<file path="src/rtl/hazard_pkg.sv">
// Shared definitions for the hazard/stall controller: stall-cause codes,
// FSM state encodings and the hard-wired zero register index.
package hazard_pkg;

    localparam int unsigned REG_ZERO = 0;

    typedef enum logic [2:0] {
        CAUSE_NONE   = 3'd0,
        CAUSE_LOAD   = 3'd1,
        CAUSE_BRANCH = 3'd2,
        CAUSE_MDU    = 3'd3,
        CAUSE_DMEM   = 3'd4
    } stall_cause_e;

    typedef enum logic {
        IDLE      = 1'b0,
        LOAD_WAIT = 1'b1
    } haz_state_e;

endpackage

</file>
<file path="src/rtl/hazard_stall_ctrl_if.sv">
// Bundle between the ID-stage pipeline signals and the hazard/stall controller.
//   master : pipeline side, drives hazard sources, receives stall controls
//   slave  : controller side
// REG_AW and CNT_W must match the parameters of the attached controller.
interface hazard_stall_ctrl_if #(
    parameter int unsigned REG_AW = 5,
    parameter int unsigned CNT_W  = 16
) ();
    logic [REG_AW-1:0] id_rs;
    logic [REG_AW-1:0] id_rt;
    logic              id_use_rs;
    logic              id_use_rt;
    logic              id_branch;
    logic              id_use_hilo;
    logic              ex_mem_read;
    logic              ex_reg_write;
    logic [REG_AW-1:0] ex_dst;
    logic              mem_mem_read;
    logic [REG_AW-1:0] mem_dst;
    logic              mdu_start;
    logic              dmem_wait;

    logic              pc_write;
    logic              if_id_write;
    logic              id_ex_flush;
    logic              pipe_freeze;
    logic [2:0]        stall_cause;
    logic [CNT_W-1:0]  perf_stalls;
    logic [CNT_W-1:0]  perf_loaduse;

    modport master (
        output id_rs, id_rt, id_use_rs, id_use_rt, id_branch, id_use_hilo,
               ex_mem_read, ex_reg_write, ex_dst, mem_mem_read, mem_dst,
               mdu_start, dmem_wait,
        input  pc_write, if_id_write, id_ex_flush, pipe_freeze, stall_cause,
               perf_stalls, perf_loaduse
    );

    modport slave (
        input  id_rs, id_rt, id_use_rs, id_use_rt, id_branch, id_use_hilo,
               ex_mem_read, ex_reg_write, ex_dst, mem_mem_read, mem_dst,
               mdu_start, dmem_wait,
        output pc_write, if_id_write, id_ex_flush, pipe_freeze, stall_cause,
               perf_stalls, perf_loaduse
    );
endinterface

</file>
<file path="src/rtl/stall_counter.sv">
// Saturating down-counter used for load-use and MUL/DIV busy tracking.
//   clk, rst_n : clock, async active-low reset (count -> 0)
//   load       : load load_val (wins over dec)
//   load_val   : value to load
//   dec        : decrement by one, stops at zero; otherwise hold
//   zero_c     : count is zero (combinational)
module stall_counter #(
    parameter int unsigned W = 4
) (
    input  logic         clk,
    input  logic         rst_n,
    input  logic         load,
    input  logic [W-1:0] load_val,
    input  logic         dec,
    output logic         zero_c
);
    logic [W-1:0] count;

    always_ff @(posedge clk or negedge rst_n) begin
        if (!rst_n) begin
            count <= '0;
        end else if (load) begin
            count <= load_val;
        end else if (dec && (count != '0)) begin
            count <= count - W'(1);
        end
    end

    assign zero_c = (count == '0);
endmodule

</file>
<file path="src/rtl/hazard_stall_ctrl.sv">
// Pipeline hazard/stall controller for the 5-stage MIPS core. Detects multi-cycle
// load-use, branch-in-ID dependencies, MUL/DIV busy and data-memory waits and
// drives PC / IF/ID hold, ID/EX flush and a global freeze with zero latency.
//   clk, rst_n : clock, async active-low reset
//   bus        : hazard_stall_ctrl_if.slave (hazard sources in, stall controls
//                and performance counters out)
// Optional feature: define HAZ_PERF_CNT_EN to build saturating performance
// counters; otherwise perf outputs are tied to zero.
module hazard_stall_ctrl
    import hazard_pkg::*;
#(
    parameter int unsigned REG_AW   = 5,
    parameter int unsigned LOAD_LAT = 1,
    parameter int unsigned MDU_LAT  = 4,
    parameter int unsigned CNT_W    = 16
) (
    input logic               clk,
    input logic               rst_n,
    hazard_stall_ctrl_if.slave bus
);
    localparam int unsigned LCW = (LOAD_LAT > 1) ? $clog2(LOAD_LAT) : 1;
    localparam int unsigned MCW = $clog2(MDU_LAT + 1);

    haz_state_e   state;
    stall_cause_e cause;
    logic         hit_ex;
    logic         hit_mem;
    logic         load_hit;
    logic         br_hit;
    logic         load_wait;
    logic         new_load;
    logic         load_zero;
    logic         mdu_zero;

    // A source operand depends on dst only if it is really read and dst is not $0.
    function automatic logic src_hit(input logic use_s,
                                     input logic [REG_AW-1:0] src,
                                     input logic [REG_AW-1:0] dst);
        return use_s && (src == dst) && (dst != REG_AW'(REG_ZERO));
    endfunction

    assign hit_ex   = src_hit(bus.id_use_rs, bus.id_rs, bus.ex_dst) |
                      src_hit(bus.id_use_rt, bus.id_rt, bus.ex_dst);
    assign hit_mem  = src_hit(bus.id_use_rs, bus.id_rs, bus.mem_dst) |
                      src_hit(bus.id_use_rt, bus.id_rt, bus.mem_dst);
    assign load_hit = bus.ex_mem_read & hit_ex;
    assign br_hit   = bus.id_branch &
                      ((bus.ex_reg_write & hit_ex) | (bus.mem_mem_read & hit_mem));

    // Remaining load bubbles are owed; new detections only count outside that window.
    assign load_wait = (state == LOAD_WAIT) && !load_zero;
    assign new_load  = !bus.dmem_wait && !load_wait && load_hit;

    stall_counter #(.W(LCW)) u_load_cnt (
        .clk      (clk),
        .rst_n    (rst_n),
        .load     (new_load),
        .load_val (LCW'(LOAD_LAT - 1)),
        .dec      (!bus.dmem_wait && load_wait),
        .zero_c   (load_zero)
    );

    // MUL/DIV busy keeps counting through freezes; a new issue restarts it.
    stall_counter #(.W(MCW)) u_mdu_cnt (
        .clk      (clk),
        .rst_n    (rst_n),
        .load     (bus.mdu_start),
        .load_val (MCW'(MDU_LAT)),
        .dec      (1'b1),
        .zero_c   (mdu_zero)
    );

    // Load-use FSM; frozen cycles hold it in place.
    always_ff @(posedge clk or negedge rst_n) begin
        if (!rst_n) begin
            state <= IDLE;
        end else if (!bus.dmem_wait) begin
            if (new_load) begin
                state <= LOAD_WAIT;
            end else if ((state == LOAD_WAIT) && load_zero) begin
                state <= IDLE;
            end
        end
    end

    // Priority arbitration: dmem > load > branch > mdu.
    always_comb begin
        cause = CAUSE_NONE;
        if (bus.dmem_wait) begin
            cause = CAUSE_DMEM;
        end else if (load_wait || load_hit) begin
            cause = CAUSE_LOAD;
        end else if (br_hit) begin
            cause = CAUSE_BRANCH;
        end else if (!mdu_zero && bus.id_use_hilo) begin
            cause = CAUSE_MDU;
        end
    end

    // Control outputs; forced to run-state while reset is asserted.
    always_comb begin
        bus.pc_write    = 1'b1;
        bus.if_id_write = 1'b1;
        bus.id_ex_flush = 1'b0;
        bus.pipe_freeze = 1'b0;
        bus.stall_cause = 3'(CAUSE_NONE);
        if (rst_n) begin
            bus.pc_write    = (cause == CAUSE_NONE);
            bus.if_id_write = (cause == CAUSE_NONE);
            bus.id_ex_flush = (cause != CAUSE_NONE) && (cause != CAUSE_DMEM);
            bus.pipe_freeze = (cause == CAUSE_DMEM);
            bus.stall_cause = 3'(cause);
        end
    end

`ifdef HAZ_PERF_CNT_EN
    logic [CNT_W-1:0] perf_stalls_q;
    logic [CNT_W-1:0] perf_loaduse_q;

    // Saturating stall-cycle and load-use event counters.
    always_ff @(posedge clk or negedge rst_n) begin
        if (!rst_n) begin
            perf_stalls_q  <= '0;
            perf_loaduse_q <= '0;
        end else begin
            if ((cause != CAUSE_NONE) && (perf_stalls_q != '1)) begin
                perf_stalls_q <= perf_stalls_q + CNT_W'(1);
            end
            if (new_load && (perf_loaduse_q != '1)) begin
                perf_loaduse_q <= perf_loaduse_q + CNT_W'(1);
            end
        end
    end

    assign bus.perf_stalls  = perf_stalls_q;
    assign bus.perf_loaduse = perf_loaduse_q;
`else
    assign bus.perf_stalls  = CNT_W'(0);
    assign bus.perf_loaduse = CNT_W'(0);
`endif
endmodule

</file>
<file path="src/flat_wrapper.sv">
// flat-port wrapper written by rule: the top's interface ports become plain ports
module hazard_stall_ctrl_flat import hazard_pkg::*;
#(
    parameter int unsigned REG_AW   = 5,
    parameter int unsigned LOAD_LAT = 1,
    parameter int unsigned MDU_LAT  = 4,
    parameter int unsigned CNT_W    = 16
)
  (clk, rst_n, bus_id_rs, bus_id_rt, bus_id_use_rs, bus_id_use_rt, bus_id_branch, bus_id_use_hilo, bus_ex_mem_read, bus_ex_reg_write, bus_ex_dst, bus_mem_mem_read, bus_mem_dst, bus_mdu_start, bus_dmem_wait, bus_pc_write, bus_if_id_write, bus_id_ex_flush, bus_pipe_freeze, bus_stall_cause, bus_perf_stalls, bus_perf_loaduse);
  hazard_stall_ctrl_if #(.REG_AW(REG_AW), .CNT_W(CNT_W)) bus_i ();
  input logic clk;
  input logic rst_n;
  input wire logic [$bits(bus_i.id_rs)-1:0] bus_id_rs;
  input wire logic [$bits(bus_i.id_rt)-1:0] bus_id_rt;
  input wire logic [$bits(bus_i.id_use_rs)-1:0] bus_id_use_rs;
  input wire logic [$bits(bus_i.id_use_rt)-1:0] bus_id_use_rt;
  input wire logic [$bits(bus_i.id_branch)-1:0] bus_id_branch;
  input wire logic [$bits(bus_i.id_use_hilo)-1:0] bus_id_use_hilo;
  input wire logic [$bits(bus_i.ex_mem_read)-1:0] bus_ex_mem_read;
  input wire logic [$bits(bus_i.ex_reg_write)-1:0] bus_ex_reg_write;
  input wire logic [$bits(bus_i.ex_dst)-1:0] bus_ex_dst;
  input wire logic [$bits(bus_i.mem_mem_read)-1:0] bus_mem_mem_read;
  input wire logic [$bits(bus_i.mem_dst)-1:0] bus_mem_dst;
  input wire logic [$bits(bus_i.mdu_start)-1:0] bus_mdu_start;
  input wire logic [$bits(bus_i.dmem_wait)-1:0] bus_dmem_wait;
  output wire logic [$bits(bus_i.pc_write)-1:0] bus_pc_write;
  output wire logic [$bits(bus_i.if_id_write)-1:0] bus_if_id_write;
  output wire logic [$bits(bus_i.id_ex_flush)-1:0] bus_id_ex_flush;
  output wire logic [$bits(bus_i.pipe_freeze)-1:0] bus_pipe_freeze;
  output wire logic [$bits(bus_i.stall_cause)-1:0] bus_stall_cause;
  output wire logic [$bits(bus_i.perf_stalls)-1:0] bus_perf_stalls;
  output wire logic [$bits(bus_i.perf_loaduse)-1:0] bus_perf_loaduse;
  assign bus_i.id_rs = bus_id_rs;
  assign bus_i.id_rt = bus_id_rt;
  assign bus_i.id_use_rs = bus_id_use_rs;
  assign bus_i.id_use_rt = bus_id_use_rt;
  assign bus_i.id_branch = bus_id_branch;
  assign bus_i.id_use_hilo = bus_id_use_hilo;
  assign bus_i.ex_mem_read = bus_ex_mem_read;
  assign bus_i.ex_reg_write = bus_ex_reg_write;
  assign bus_i.ex_dst = bus_ex_dst;
  assign bus_i.mem_mem_read = bus_mem_mem_read;
  assign bus_i.mem_dst = bus_mem_dst;
  assign bus_i.mdu_start = bus_mdu_start;
  assign bus_i.dmem_wait = bus_dmem_wait;
  assign bus_pc_write = bus_i.pc_write;
  assign bus_if_id_write = bus_i.if_id_write;
  assign bus_id_ex_flush = bus_i.id_ex_flush;
  assign bus_pipe_freeze = bus_i.pipe_freeze;
  assign bus_stall_cause = bus_i.stall_cause;
  assign bus_perf_stalls = bus_i.perf_stalls;
  assign bus_perf_loaduse = bus_i.perf_loaduse;
  hazard_stall_ctrl #(.REG_AW(REG_AW), .LOAD_LAT(LOAD_LAT), .MDU_LAT(MDU_LAT), .CNT_W(CNT_W)) u_core (.clk(clk), .rst_n(rst_n), .bus(bus_i));
endmodule
</file>
<file path="config.mk">
export PLATFORM = sky130hd
export DESIGN_NAME = hazard_stall_ctrl_flat
export DESIGN_NICKNAME = d
export VERILOG_FILES = /design/src/rtl/hazard_pkg.sv /design/src/rtl/hazard_stall_ctrl_if.sv /design/src/rtl/stall_counter.sv /design/src/rtl/hazard_stall_ctrl.sv /design/src/flat_wrapper.sv
export SDC_FILE = /design/constraint.sdc
export NUM_CORES = 1
export LEC_CHECK = 0
export CORE_ASPECT_RATIO = 0.8
export CORE_MARGIN = 2
export CORE_UTILIZATION = 35
export CTS_BUF_LIST = sky130_fd_sc_hd__clkbuf_8
export CTS_CLUSTER_SIZE = 28
export DETAILED_ROUTE_END_ITERATION = 6
export MAX_ROUTING_LAYER = met4
export PLACE_DENSITY = 0.81
export SLEW_MARGIN = 20
export SYNTH_ARGS = -nofsm -noshare
export SYNTH_HDL_FRONTEND = slang
export SYNTH_SLANG_ARGS = --single-unit
</file>
<file path="constraint.sdc">
create_clock -name clk -period 5.35 [get_ports clk]
set_input_delay 1.07 -clock clk [delete_from_list [all_inputs] [get_ports clk]]
set_output_delay 1.07 -clock clk [all_outputs]
set_load 0.05 [all_outputs]
</file>
==> flow_metrics.py, run 1 <==
metrics = {
    "run_status": {
        "run_status": "finished clean",
    },
    "yosys": {
        "yosysSeqAreaShare": 0.1449,
        "synth_edf_count": 0,
        "syn_inst": 102,
        "yosys_register_bits": 5,
        "synth_top_area_frac": 0.2870,
        "async_flop_share": 1.000,
        "yosysMostFrequentCell": "buf_4",
        "synthFlopType": "dfrtp_1",
        "ys_types": 29,
        "yosys_warnings": 0,
        "synth.area.top_cells": "buf_4, xor2_1, dfrtp_1",
        "synth_commonest_cells": "buf_4, xor2_1, dfrtp_1, inv_1, xnor2_1",
        "yosysTopAreaCell": "buf_4",
        "avgSynthCellArea_um2": 8.464,
        "netlist_area_um2": 863.3,
    },
    "global_route": {
        "globalRouteOverflowTotal": 0,
        "grt_pass1_wl_um": 2967,
        "grt_pass1_vias": 688,
        "grt_max_degree": 10,
        "antenna_found_initial": 0,
        "track_usage": 0.1366,
    },
    "timing": {
        "fin_crit_ps": 4848,
        "maxSlewHeadroom": 0.6685,
        "finalSetupViolCount": 0,
        "final.setup.worst_slack_ps": 501.6,
        "hold_slack_ps": 482.0,
        "fmax_mhz": 206.3,
        "final.period_utilization": 0.9062,
        "rsz0062_at_grt": "no",
        "final_hold_viol_count": 0,
        "final_max_slew_viol_count": 0,
        "tightest_slew_ps": 495.8,
        "tns_ps": 0,
        "finalClockSkew_ps": 3.066,
    },
    "clocking": {
        "cts_resized": 0,
        "cts_setup_buffers": 0,
        "clock_latency_ps": 220,
        "cts_sinks": 5,
        "path_clk_slew_ps": 40,
        "cts_hold_buffers": 0,
        "root_buffer": "clkbuf_8",
        "cts-buffers-inserted": 3,
        "cts_max_level": 1,
        "cts_tree": "done",
        "clock_path_buffers": 2,
    },
    "setup_path": {
        "crit_chain": "clkdlybuf4s50_1 -> xor2_1 -> nor4_2 -> a32oi_1 -> o32a_1 -> a211oi_2 -> clkdlybuf4s50_1",
        "reg2reg_to": "u_core.u_mdu_cnt.count[1]",
        "cp_slowest_cell": "clkdlybuf4s50_1",
        "critPathLaunchType": "primary input",
        "reg2reg_depth": 5,
        "r2r_setup_slack_ps": 4180,
        "worst_setup_path_end_kind": "output port",
        "max_stage_delay_ps": 830,
        "timing_worst_setup_path_type": "primary input to output port",
        "crit_top_cell": "clkdlybuf4s50_1",
        "r2r_start": "u_core.u_mdu_cnt.count[0]",
        "arrival_ps": 3780,
        "worstPathMaxFanout": 4,
        "required_ps": 4280,
    },
    "finish": {
        "seq_area_um2": 125.1,
        "multi_input_area_um2": 588.1,
        "diodes": 0,
        "post-route-cell-area_mm2": 0.001181,
        "final_net_count": 175,
        "nFillCells": 230,
        "syn2layout_area_growth_pct": 36.81,
        "drive_above_1_share": 0.06383,
    },
    "floorplan": {
        "core_mm2": 0.002402,
        "rows": 16,
        "dieArea_mm2": 0.002882,
        "die_x_um": 59.53,
        "die_y_um": 48.42,
        "ios": 70,
        "start_util": 0.3594,
    },
    "min_path": {
        "hold_path_depth": 1,
        "hold_end": "u_core.u_mdu_cnt.count[2]",
        "worstHoldStart": "u_core.u_mdu_cnt.count[2]",
        "hold_class": "flop to flop",
    },
    "placed_design": {
        "dpl_cell_area_mm2": 0.001136,
        "dp_slack_ps": 519.9,
        "hpwl_um": 1706,
        "portBuffers": 37,
        "place_congestion": 0.8548,
    },
    "drt": {
        "drt-wirelength-per-cell_um": 11.55,
        "wirelength_um": 1940,
        "ant_nets": 0,
        "first_pass_iters": 4,
        "vias": 736,
        "vias_per_cell": 4.381,
        "post-route-drc-count": 0,
        "drtIter0Drc": 11,
    },
    "pwr": {
        "ir_worst_vdd_mv": 0.2037,
        "cellPowerDensity_mw_per_mm2": 244.8,
        "p_leak_nw": 0.5208,
    },
    "job": {
        "maxCapViolations": 0,
    },
}
[per-layer routing]
| layer | up-vias | routed length [um] | global-route usage |
|---|---|---|---|
| li1 | 361 | - | - |
| met1 | 340 | 806 | 0.1507 |
| met2 | 35 | 1014 | 0.2436 |
| met3 | 0 | 119 | 0.03209 |
| met4 | 0 | 0 | 0.03333 |
| met5 | - | 0 | - |
[how the worst max path moves through the flow]
stage                   from                 end  slack [ps]
2_1_floorplan  bus_ex_dst[3]        bus_pc_write         970
3_3_place_gp   bus_ex_dst[1]  bus_stall_cause[1]         530
3_5_place_dp   bus_ex_dst[1]  bus_stall_cause[1]         520
4_1_cts        bus_ex_dst[1]  bus_stall_cause[1]         510
5_1_grt        bus_ex_dst[1]  bus_stall_cause[1]         400
6_report       bus_ex_dst[1]  bus_stall_cause[1]         500
[per-stage QoR]
step	power [mW]	utilization	std cells
6_report	0.2891	0.4917	168
2_1_floorplan	0.1913	-	133
3_3_place_gp	0.2153	0.4729	164
3_5_place_dp	0.2200	0.4729	164
4_1_cts	0.2902	0.4917	168
5_1_grt	0.3054	0.4917	168
[report_power, final]
part           internal [mW]  switching, mW
Combinational         0.0558          0.110
Clock                 0.0492         0.0192
Sequential            0.0480        0.00640
Total                  0.153          0.136
[cell usage in the layout (no fill, tap or decap), types with 2 or more instances in the layout]
cell type and instances:
clkbuf_8 3, and2_1 4, inv_1 6, clkdlybuf4s50_1 37, nor2_1 4, ha_1 2, or4_1 2, xnor2_1 5
nand2_1 3, nand2b_1 2, a32oi_1 2, conb_1 32, nor4_1 3, dfrtp_1 5, xor2_1 16
[cell type report]
class / count / area share
inverter: 5 / 0.01589
clock inverter: 1 / 0.003178
multi-input combinational: 90 / 0.4979
tap: 27 / 0.02860
timing repair buffer: 37 / 0.3136
clock buffer: 3 / 0.03496
sequential: 5 / 0.1059
[registers in the layout, summed over array words and instances, names as in the netlist]
signal and cells:
u_core.u_mdu_cnt.count 3, u_core.state 1, u_core.u_load_cnt.count 1
[cells by family (layout without fill, tap and decap cells)]
kind of cell               after synthesis  after routing  share of synthesized area
buffers and inverters                   38             46                     0.3087
xor gates and xnor gates                21             21                     0.2130
and+or+nand+nor                         19             19                     0.1275
AOI/OAI and AO/OA                       15             15                     0.1594
DFF                                      5              5                     0.1449
adders and majority gates                2              2                    0.02898
other                                    1             32                   0.004344
muxes                                    1              1                    0.01304
[critical path, delay by kind of cell]
kind	cells	cell delay, ps
buffers and inverters	2	1310
AO/OA/AOI/OAI	3	890
AND/OR/NAND/NOR	1	310
XOR/XNOR	1	200
(Power assumes the default switching activity.)
==> inputs of run 2 (changes only) <==
--- a/config.mk
+++ b/config.mk
@@ -11,7 +11,6 @@
 export CTS_BUF_LIST = sky130_fd_sc_hd__clkbuf_8
 export CTS_CLUSTER_SIZE = 28
 export DETAILED_ROUTE_END_ITERATION = 6
-export MAX_ROUTING_LAYER = met4
 export PLACE_DENSITY = 0.81
 export SLEW_MARGIN = 20
 export SYNTH_ARGS = -nofsm -noshare
==> run 2 against run 1 <==
Power up 0.30%. First-iteration DRC count down 36%. Non-clock buffer count unchanged. Clock skew shrank 1.2 ps. Design area is the same. Maximum frequency grew 0.32%. Sequential cell count unchanged. Via count fell by 0.95%. Utilization is the same. Clock-buffer cell count is the same. Die area stayed put. Clock power is essentially flat.
==> flow_metrics.py, run 2 (same netlist as run 1, synthesis figures left out) <==
metrics = {
    "clocking": {
        "cts_sinks": 5,
        "cts_resized": 0,
        "path_clk_slew_ps": 40,
        "clock_latency_ps": 220,
        "cts_hold_buffers": 0,
        "root_buffer": "clkbuf_8",
        "cts_tree": "done",
        "cts_max_level": 1,
        "cts_setup_buffers": 0,
        "cts-buffers-inserted": 3,
        "clock_path_buffers": 2,
    },
    "run_status": {
        "run_status": "finished clean",
    },
    "drt": {
        "vias": 729,
        "ant_nets": 0,
        "vias_per_cell": 4.339,
        "first_pass_iters": 4,
        "wirelength_um": 1934,
        "post-route-drc-count": 0,
        "drtIter0Drc": 7,
        "drt-wirelength-per-cell_um": 11.51,
    },
    "global_route": {
        "gr-usage-met1": 0.1535,
        "grt_busiest_layer": "met2",
        "antenna_found_initial": 0,
        "grt_max_degree": 10,
        "use_met2": 0.2473,
        "grt_pass1_vias": 737,
        "globalRouteOverflowTotal": 0,
        "met3_usage": 0.03743,
        "grt_pass1_wl_um": 3111,
        "track_usage": 0.1360,
    },
    "min_path": {
        "hold_path_depth": 1,
        "hold_class": "flop to flop",
        "hold_end": "u_core.u_mdu_cnt.count[2]",
        "worstHoldStart": "u_core.u_mdu_cnt.count[2]",
    },
    "placed_design": {
        "dp_slack_ps": 532.1,
        "place_congestion": 0.8037,
        "dpl_cell_area_mm2": 0.001136,
        "hpwl_um": 1694,
        "dp_cells": 164,
        "portBuffers": 37,
    },
    "setup_path": {
        "crit_buf_inv": 2,
        "worst_setup_path_end_kind": "output port",
        "max_stage_delay_ps": 830,
        "reg2reg_to": "u_core.u_mdu_cnt.count[1]",
        "crit_top_cell": "clkdlybuf4s50_1",
        "r2r_start": "u_core.u_mdu_cnt.count[0]",
        "worstPathMaxFanout": 4,
        "cp_slowest_cell": "clkdlybuf4s50_1",
        "crit_chain": "clkdlybuf4s50_1 -> xor2_1 -> nor4_2 -> a32oi_1 -> o32a_1 -> a31oi_1 -> clkdlybuf4s50_1",
        "critPathLaunchType": "primary input",
        "r2r_setup_slack_ps": 4200,
        "required_ps": 4280,
        "reg2reg_depth": 5,
        "arrival_ps": 3760,
        "critPathLaunch": "bus_ex_dst[1]",
        "cp_top_family": "buffers and inverters",
        "timing_worst_setup_path_type": "primary input to output port",
    },
    "finish": {
        "syn2layout_area_growth_pct": 36.81,
        "largestRegisters": "u_core.u_mdu_cnt.count: 3 flops, u_core.state: 1 flops, u_core.u_load_cnt.count: 1 flops",
        "seq_area_um2": 125.1,
        "final_cell_mix": "clkdlybuf4s50_1, conb_1, xor2_1",
        "post-route-cell-area_mm2": 0.001181,
        "largest_register": "u_core.u_mdu_cnt.count",
        "layout_commonest_cell": "clkdlybuf4s50_1",
        "fin_util": 0.4917,
        "drive_above_1_share": 0.06383,
        "nFillCells": 221,
        "multi_input_area_um2": 588.1,
        "final_net_count": 175,
        "fin_cells": 168,
        "largest_reg_flops": 3,
        "diodes": 0,
    },
    "timing": {
        "maxSlewHeadroom": 0.6675,
        "finalSetupViolCount": 0,
        "rsz0062_at_grt": "no",
        "finalClockSkew_ps": 1.891,
        "fin_crit_ps": 4833,
        "hold_slack_ps": 482.0,
        "fmax_mhz": 206.9,
        "final_max_slew_viol_count": 0,
        "final_hold_viol_count": 0,
        "final.setup.worst_slack_ps": 517.1,
        "tightest_slew_ps": 497.2,
        "final.period_utilization": 0.9033,
        "tns_ps": 0,
    },
    "floorplan": {
        "die_x_um": 59.53,
        "ios": 70,
        "dieArea_mm2": 0.002882,
        "rows": 16,
        "start_util": 0.3594,
        "core_mm2": 0.002402,
        "die_y_um": 48.42,
    },
    "pwr": {
        "ir_worst_vdd_mv": 0.2164,
        "cellPowerDensity_mw_per_mm2": 245.5,
        "finalPower_mw": 0.2900,
        "p_leak_nw": 0.5208,
    },
    "job": {
        "maxCapViolations": 0,
    },
}
==> run 2: cell counts in the layout (fill, tap and decap cells not counted) <==
Identical to the previous run, type by type.
==> run 2: where the power goes <==
group / switching, mW / internal, mW
sequential: 0.00636 / 0.0480
clock: 0.0191 / 0.0492
combinational: 0.111 / 0.0562
==> run 2: how the worst max path moves through the flow <==
stage / slack (ps) / end / cells past startpoint
6_report: 520 / bus_id_ex_flush / 7
5_1_grt: 430 / bus_if_id_write / 7
4_1_cts: 530 / bus_stall_cause[1] / 7
3_5_place_dp: 530 / bus_id_ex_flush / 7
3_3_place_gp: 540 / bus_stall_cause[1] / 7
2_1_floorplan: 970 / bus_pc_write / 5
==> run 2: layout make-up <==
cell class                      count  area share
Clock inverter                      1    0.003178
Timing Repair Buffer               37      0.3136
Clock buffer                        3     0.03496
Tap cell                           27     0.02860
Multi-Input combinational cell     90      0.4979
Sequential cell                     5      0.1059
Inverter                            5     0.01589
==> run 2: worst reg2reg max path: cells and delay by family (launching register included) <==
family	cells	cell delay, ps
flops	1	350
compound gates	1	210
buf+inv	1	60
fa+ha+maj	1	210
simple gates	2	230
==> run 2: layer usage <==
layer	wire length, um	part of all wire
met1	770	0.40
met2	1003	0.52
met3	150	0.078
met4	10	0.0052
met5	0	0
==> inputs of run 3 (changes only) <==
--- a/config.mk
+++ b/config.mk
@@ -11,8 +11,9 @@
 export CTS_BUF_LIST = sky130_fd_sc_hd__clkbuf_8
 export CTS_CLUSTER_SIZE = 28
 export DETAILED_ROUTE_END_ITERATION = 6
-export PLACE_DENSITY = 0.81
+export PLACE_DENSITY = 0.79
 export SLEW_MARGIN = 20
 export SYNTH_ARGS = -nofsm -noshare
 export SYNTH_HDL_FRONTEND = slang
+export SYNTH_HIERARCHICAL = 1
 export SYNTH_SLANG_ARGS = --single-unit
==> run 3 against run 2 <==
Clock skew shrank 1.5 ps. Sequential share of layout area is 0.79 points lower. Global-route usage up 0.075 points. Wire length is 1.4% higher. First-iteration DRC count grew to 3.4 times the previous value. Area after synthesis rose by 6.7%. Sequential power is 11% lower. Design area rose by 8.1%. Cell count increased by 17%. Critical endpoint is now bus_if_id_write. Largest power group unchanged.
==> flow_metrics.py, run 3 <==
metrics = {
    "run_status": {
        "run_status": "finished clean",
    },
    "finish": {
        "fin_util": 0.5141,
        "syn2layout_area_growth_pct": 38.59,
        "largest_reg_flops": 3,
        "largestRegisters": "u_core/u_mdu_cnt/count: 3 flops, u_core/state: 1 flops, u_core/u_load_cnt/count: 1 flops",
        "final_net_count": 194,
        "layout_commonest_cell": "conb_1",
        "final_cell_mix": "conb_1, clkdlybuf4s50_1, xnor2_1",
        "diodes": 0,
        "largest_register": "u_core/u_mdu_cnt/count",
        "drive_above_1_share": 0.06250,
    },
    "yosys": {
        "synth_commonest_cells": "buf_4, xnor2_1, nand2_1",
        "synth_top_area_frac": 0.2690,
        "yosys_warnings": 6,
        "syn_inst": 114,
        "yosysSeqAreaShare": 0.1359,
        "yosysMostFrequentCell": "buf_4",
        "synth_edf_count": 0,
        "avgSynthCellArea_um2": 8.078,
        "synth.area.top_cells": "buf_4, xnor2_1, dfrtp_1",
        "synthFlopType": "dfrtp_1",
        "netlist_area_um2": 920.9,
        "async_flop_share": 1.000,
        "yosysTopAreaCell": "buf_4",
        "ys_types": 31,
        "yosys_register_bits": 5,
    },
    "drt": {
        "vias_per_cell": 4.092,
        "drt-wirelength-per-cell_um": 10.01,
        "first_pass_iters": 4,
        "drtIter0Drc": 24,
        "ant_nets": 0,
        "post-route-drc-count": 0,
        "vias": 802,
        "wirelength_um": 1961,
    },
    "global_route": {
        "antenna_found_initial": 0,
        "grt_pass1_wl_um": 3180,
        "grt_max_degree": 10,
        "track_usage": 0.1368,
        "globalRouteOverflowTotal": 0,
        "grt_pass1_vias": 751,
    },
    "setup_path": {
        "worstPathMaxFanout": 4,
        "timing_worst_setup_path_type": "primary input to output port",
        "arrival_ps": 3540,
        "worst_setup_path_end_kind": "output port",
        "required_ps": 4280,
        "critPathLaunchType": "primary input",
    },
    "floorplan": {
        "rows": 16,
        "dieArea_mm2": 0.003060,
        "die_x_um": 61.35,
        "ios": 70,
        "die_y_um": 49.88,
        "core_mm2": 0.002482,
        "start_util": 0.3710,
    },
    "timing": {
        "tns_ps": 0,
        "finalSetupViolCount": 0,
        "final.setup.worst_slack_ps": 742.3,
        "final_max_slew_viol_count": 0,
        "hold_slack_ps": 491.5,
        "fmax_mhz": 217.0,
        "fin_crit_ps": 4608,
        "final.period_utilization": 0.8612,
        "final_hold_viol_count": 0,
        "maxSlewHeadroom": 0.6644,
        "finalClockSkew_ps": 0.4240,
        "tightest_slew_ps": 501.8,
        "rsz0062_at_grt": "no",
    },
    "min_path": {
        "hold_class": "flop to flop",
    },
    "pwr": {
        "cellPowerDensity_mw_per_mm2": 207.0,
        "ir_worst_vdd_mv": 0.06968,
        "finalPower_mw": 0.2641,
        "p_leak_nw": 0.5375,
    },
    "placed_design": {
        "place_congestion": 0.8010,
        "portBuffers": 37,
        "hpwl_um": 1740,
        "dp_slack_ps": 731.9,
    },
    "clocking": {
        "path_clk_slew_ps": 40,
        "cts_hold_buffers": 0,
        "cts_resized": 0,
        "clock_latency_ps": 220,
        "clock_path_buffers": 2,
        "cts_setup_buffers": 0,
        "cts_sinks": 5,
        "cts_max_level": 1,
        "cts_tree": "done",
        "cts-buffers-inserted": 3,
        "root_buffer": "clkbuf_8",
    },
    "job": {
        "maxCapViolations": 0,
    },
}
-- run 3: power by group --
group          switching (mW)  total, mW  internal [mW]
Sequential            0.00288     0.0485         0.0456
Clock                  0.0180     0.0672         0.0491
Combinational          0.0970      0.148         0.0515
Total                   0.118      0.264          0.146
-- run 3: cells by family (layout without fill, tap and decap cells) --
kind of cell | count (synthesis) | in the layout | synth area share
AOI/OAI and AO/OA | 13 | 13 | 0.1359
xor gates and xnor gates | 20 | 20 | 0.1902
adders and majority gates | 2 | 2 | 0.02717
buffers and inverters | 38 | 46 | 0.2894
DFF | 5 | 5 | 0.1359
muxes | 1 | 1 | 0.01223
other | 2 | 40 | 0.008155
and+or+nand+nor | 33 | 33 | 0.2011
-- run 3: per-stage QoR --
step | instance area (um2) | instances
after floorplan | 1064 | 152
after global placement | 1231 | 192
after detailed placement | 1231 | 192
after CTS | 1276 | 196
after global routing | 1276 | 196
final | 1276 | 196
-- run 3: worst paths after layout --
path                       slack (ps)  cells after the start                         to                      start
min in group asynchronous        1120                      1    u_core/u_load_cnt/count                      rst_n
setup / recovery                  740                      6            bus_if_id_write             bus_mem_dst[0]
hold reg to reg                   490                      1               u_core/state               u_core/state
max in group asynchronous        3980                      1  u_core/u_mdu_cnt/count[0]                      rst_n
hold / removal                    490                      1               u_core/state               u_core/state
setup reg to reg                 3830                      5  u_core/u_mdu_cnt/count[2]  u_core/u_mdu_cnt/count[0]
-- run 3: final cells by class --
class	instances	area, um2
fillers	236	1206
multi-input cells	109	671.9
repair buffers	37	370.4
flip-flops and latches	5	125.1
well taps	36	45.04
clock buffers	3	41.29
inverters	5	18.77
clock inverters	1	3.754
-- run 3: per-layer routing --
layer  vias up  GRT usage  wire, um
li1        412          -         -
met1       354     0.1535       783
met2        36     0.2571      1058
met3         0    0.02625       119
met4         0    0.03191         0
met5         -          0         0
-- run 3: critical path, cell delays in order --
cell and delay (ps):
clkdlybuf4s50_1 460, or3_1 410, o311a_1 310, a22oi_2 240
a41o_1 240, clkdlybuf4s50_1 810
